### src/rtl/imem_fetch_ctrl.sv
// imem_fetch_ctrl: instruction fetch from a combinational memory into a
// 2-entry {instr, pc} buffer, with redirect flush and halt at LAST_PC.
module imem_fetch_ctrl #(
    parameter int            AW       = 8,
    parameter logic [AW-1:0] RESET_PC = AW'(8'h00),
    parameter logic [AW-1:0] LAST_PC  = AW'(8'hFC)
) (
    input  logic          clk,
    input  logic          rst_n,
    input  logic          en,
    input  logic          redirect_valid,
    input  logic [AW-1:0] redirect_pc,
    output logic [AW-1:0] imem_a,
    input  logic [31:0]   imem_rd,
    output logic          if_valid,
    input  logic          if_ready,
    output logic [31:0]   if_instr,
    output logic [AW-1:0] if_pc,
    output logic          halted
);
    typedef enum logic [1:0] {IDLE, RUN, HALT} state_t;

    state_t           state_q, state_d;
    logic [AW-1:0]    pc_q, pc_d;
    logic [1:0]       cnt_q, cnt_d;
    logic [31+AW:0]   e0_q, e1_q, e0_d, e1_d;
    logic             pop, fetch;
    logic [AW-1:0]    tgt;

    assign pop   = (cnt_q != 2'd0) && if_ready;
    assign fetch = (state_q == RUN) && en && !redirect_valid && ((cnt_q != 2'd2) || pop);
    assign tgt   = redirect_pc & ~AW'(3);

    // Entry 0 is always the head; a push lands in the first slot free after any pop.
    always_comb begin
        state_d = state_q;
        pc_d    = pc_q;
        cnt_d   = cnt_q;
        e0_d    = e0_q;
        e1_d    = e1_q;
        if (redirect_valid) begin
            cnt_d   = 2'd0;
            pc_d    = tgt;
            state_d = (tgt > LAST_PC) ? HALT : (en ? RUN : IDLE);
        end else begin
            if (pop)
                e0_d = e1_q;
            if (fetch) begin
                if (cnt_q == 2'd0 || (cnt_q == 2'd1 && pop))
                    e0_d = {imem_rd, pc_q};
                else
                    e1_d = {imem_rd, pc_q};
                pc_d = (pc_q == LAST_PC) ? pc_q : pc_q + AW'(4);
            end
            cnt_d   = cnt_q + 2'(fetch) - 2'(pop);
            state_d = (state_q == IDLE) ? (en ? RUN : IDLE) :
                      (state_q == RUN)  ? ((fetch && pc_q == LAST_PC) ? HALT : (en ? RUN : IDLE)) :
                      HALT;
        end
    end

    always_ff @(posedge clk or negedge rst_n) begin
        if (!rst_n) begin
            state_q <= IDLE;
            pc_q    <= RESET_PC;
            cnt_q   <= 2'd0;
            e0_q    <= '0;
            e1_q    <= '0;
        end else begin
            state_q <= state_d;
            pc_q    <= pc_d;
            cnt_q   <= cnt_d;
            e0_q    <= e0_d;
            e1_q    <= e1_d;
        end
    end

    assign imem_a   = pc_q & ~AW'(3);
    assign if_valid = (cnt_q != 2'd0);
    assign if_instr = e0_q[31+AW:AW];
    assign if_pc    = e0_q[AW-1:0];
    assign halted   = (state_q == HALT);
endmodule
### config.mk
export PLATFORM = sky130hd
export DESIGN_NAME = imem_fetch_ctrl
export DESIGN_NICKNAME = d
export VERILOG_FILES = /design/src/rtl/imem_fetch_ctrl.sv
export SDC_FILE = /design/constraint.sdc
export NUM_CORES = 1
export LEC_CHECK = 0
export ABC_AREA = 1
export BUFFER_PORTS_ARGS = -buffer_cell sky130_fd_sc_hd__buf_2
export CAP_MARGIN = 20
export CORE_MARGIN = 1.5
export CORE_UTILIZATION = 49
export CTS_CLUSTER_DIAMETER = 50
export DETAILED_ROUTE_END_ITERATION = 12
export GPL_ROUTABILITY_DRIVEN = 0
export PLACE_DENSITY = 0.79
export SYNTH_ARGS = -nofsm -noshare
export SYNTH_HDL_FRONTEND = slang
export SYNTH_SLANG_ARGS = --single-unit
### constraint.sdc
create_clock -name clk -period 1.5 [get_ports clk]
set_input_delay 0 -clock clk [delete_from_list [all_inputs] [get_ports clk]]
set_output_delay 0 -clock clk [all_outputs]
set_load 0.01 [all_outputs]
==> impl_metrics.env <==
export IMPL_antenna_left=0
export IMPL_setup_worst_path_start="state_q[1]"
export IMPL_routedWlPerCell_um=14.3
export IMPL_ios=95
export IMPL_global_route_usage_total_pct=24.8
export IMPL_floorplan_rows=33
export IMPL_syn_inst=553
export IMPL_die_w_um=96.5
export IMPL_min_period_ns=1.50
export IMPL_synth_seq_cells=88
export IMPL_status="finished, final reports clean"
export IMPL_mostFrequentLayoutCells="sky130_fd_sc_hd__nand2_1 (180), sky130_fd_sc_hd__buf_2 (89), sky130_fd_sc_hd__dfrtp_1 (86), sky130_fd_sc_hd__inv_1 (67), sky130_fd_sc_hd__nand3_1 (65)"
export IMPL_max_cap_violations=0
export IMPL_worst_hold_startpoint="redirect_valid"
export IMPL_detailed_place_hpwl_mm=6.96
export IMPL_htreeDepth=3
export IMPL_tritoncts_clock_tree="done"
export IMPL_yosysUniqueCellTypes=26
export IMPL_totalWireLength_mm=11.5
export IMPL_ys_seq_area_share_pct=51.4
export IMPL_layout_commonest_cell="sky130_fd_sc_hd__nand2_1"
export IMPL_initial_core_util_pct=51.4
export IMPL_worst_clock_skew_ns=0.0129
export IMPL_tns_ns=0
export IMPL_grt_overflow_total=0
export IMPL_clock_insertion_delay_worst_skew_ns=0.37
export IMPL_worstSetupStartpointType="register"
export IMPL_rsz_0062_raised_after_global_routing="yes"
export IMPL_grt_first_pass_wirelength_mm=17.7
export IMPL_post_layout_total_power_mw=8.98
export IMPL_clock_sinks=88
export IMPL_cts_root_buffer="sky130_fd_sc_hd__clkbuf_8"
export IMPL_static_leakage_power_nw=3.15
export IMPL_number_of_cts_inserted_buffers=9
export IMPL_pwr_cell_area_nw_per_um2=1560
export IMPL_final_hold_viol_count=0
export IMPL_ctsLongestPathBuffers=2
export IMPL_r2r_cells=8
export IMPL_fmax_mhz=667
export IMPL_timing_rr_start="state_q[1]"
export IMPL_detailroute_via_count=4123
export IMPL_number_of_global_route_vias_before_repair=3828
export IMPL_core_um2=8340
export IMPL_synth_area_per_cell_um2=7.75
export IMPL_num_fill_cells=648
export IMPL_power_ir_vdd_worst_uv=759
export IMPL_area_growth_syn_to_layout_pct=34.5
export IMPL_critical_path_max_fanout=7
export IMPL_criticalPathCategory="reg2reg"
export IMPL_timing_critical_path_arrival_ns=1.75
export IMPL_critical_path_required_ns=1.75
export IMPL_grt_start_max_net_pins=41
export IMPL_drc=0
export IMPL_drive_gt1_share_pct=26.9
export IMPL_postPlaceCellArea_um2=4960
export IMPL_timing_final_max_slew_violations=0
export IMPL_worstHoldPathCells=3
export IMPL_min_delay_path_class="in2reg"
export IMPL_num_nets_final=742
export IMPL_chipHeight_um=96.5
export IMPL_drt_pass1_iter_count=5
export IMPL_setup_violations_final=0
export IMPL_detail_route_iter0_violations=296
export IMPL_ys_warnings=0
export IMPL_final_cell_area_excluding_filler_cells_um2=5760
export IMPL_end_kind="register"
export IMPL_io_buffer_count=90
export IMPL_period_share_pct=99.9
export IMPL_antenna_cells=0
export IMPL_synth_cell_area_um2=4290
export IMPL_die_ar_um2=9320
export IMPL_antenna_found_initial=0
export IMPL_clk_transition_reported_paths_ns=0.09
export IMPL_vias_per_cell=5.13
## per-stage QoR
step / hold slack, ns / worst slack, ns / utilization [%] / std cells
3_5_place_dp: -0.00409 / -0.0276 / 59.5 / 741
2_1_floorplan: -0.296 / -0.0420 / - / 554
4_1_cts: 0.0952 / 0.00453 / 67.3 / 801
3_3_place_gp: -0.0130 / 0.0366 / 59.5 / 741
5_1_grt: 0.102 / -0.0516 / 69.1 / 804
6_report: 0.0844 / 0.00147 / 69.1 / 804
## state kept, by name (all words and copies together) (netlist names)
register,flops
cnt_q,2
e0_q,40
e1_q,38
pc_q,6
state_q,2
## critical path, stage by stage (launching register included)
cell,delay (ns)
sky130_fd_sc_hd__dfrtp_1,0.39
sky130_fd_sc_hd__inv_2,0.06
sky130_fd_sc_hd__nand2_2,0.05
sky130_fd_sc_hd__nor2_4,0.13
sky130_fd_sc_hd__nand2_2,0.10
sky130_fd_sc_hd__or2_4,0.32
sky130_fd_sc_hd__clkbuf_16,0.20
sky130_fd_sc_hd__nand2_2,0.08
sky130_fd_sc_hd__o21ai_2,0.06
## final timing paths
| kind | slack, ns | end |
|---|---|---|
| min in group asynchronous | 0.13 | e1_q[18] |
| max | 0.001 | e1_q[32] |
| max reg2reg | 0.001 | e1_q[32] |
| min | 0.08 | cnt_q[0] |
| min reg2reg | 0.49 | e1_q[13] |
| max in group asynchronous | 0.76 | e0_q[34] |
## cells by family (layout without fill, tap and decap cells)
group,count (synthesis),count (layout),synth area share [%]
simple gates,276,276,26.5
buf+inv,106,251,10.5
flops,88,88,51.4
compound gates,77,77,10.2
other cells,1,2,0.0875
fa+ha+maj,3,3,0.876
xor+xnor,2,2,0.409
## cell type report
type                    instances  area, um2  area share (%)
multi-input cells             360       1760            30.5
clock buffers                  10        138            2.39
flip-flops and latches         88       2200            38.3
clock inverters                 6       42.5           0.738
repair buffers                160       1210            21.0
inverters                      75        282            4.89
well taps                     105        131            2.28
## report_power, final
part | switching [mW] | total, mW | internal [mW]
registers | 0.674 | 4.05 | 3.37
clock network | 0.895 | 1.55 | 0.654
logic | 1.88 | 3.38 | 1.50
## what timing repair did
item | 4_1_cts | 5_1_grt
gates resized for setup | 9 | 31
hold buffers | 40 | 0
gates cloned | 1 | 3
buffers inserted | 3 | 1
pin swaps | 2 | 4
setup endpoints to repair | 30 | 73
hold endpoints to repair | 77 | 0
## synthesized netlist by cell type (all sizes together)
| library cell | number | area [um2] |
|---|---|---|
| nand4 | 1 | 6.26 |
| xor2 | 2 | 17.5 |
| ha | 3 | 37.5 |
| o21a | 1 | 7.51 |
| a21oi | 3 | 26.3 |
| inv | 75 | 282 |
| nand2 | 198 | 748 |
| dfrtp | 88 | 2200 |
| clkbuf | 15 | 56.3 |
| o21ai | 72 | 398 |
| nor2 | 10 | 45.0 |
| conb | 1 | 3.75 |
| a21boi | 1 | 7.51 |
| nand3 | 65 | 325 |
| buf | 16 | 110 |
| or2 | 2 | 12.5 |
## routing by layer
layer | GRT usage (%) | wire length, um | vias to the layer above
met2 | 42.2 | 5880 | 158
li1 | - | - | 1999
met3 | 5.09 | 666 | 12
met1 | 31.5 | 4790 | 1954
met4 | 8.09 | 150 | 0
met5 | 0 | 0 | -
Power figures use the tool's default switching activity.
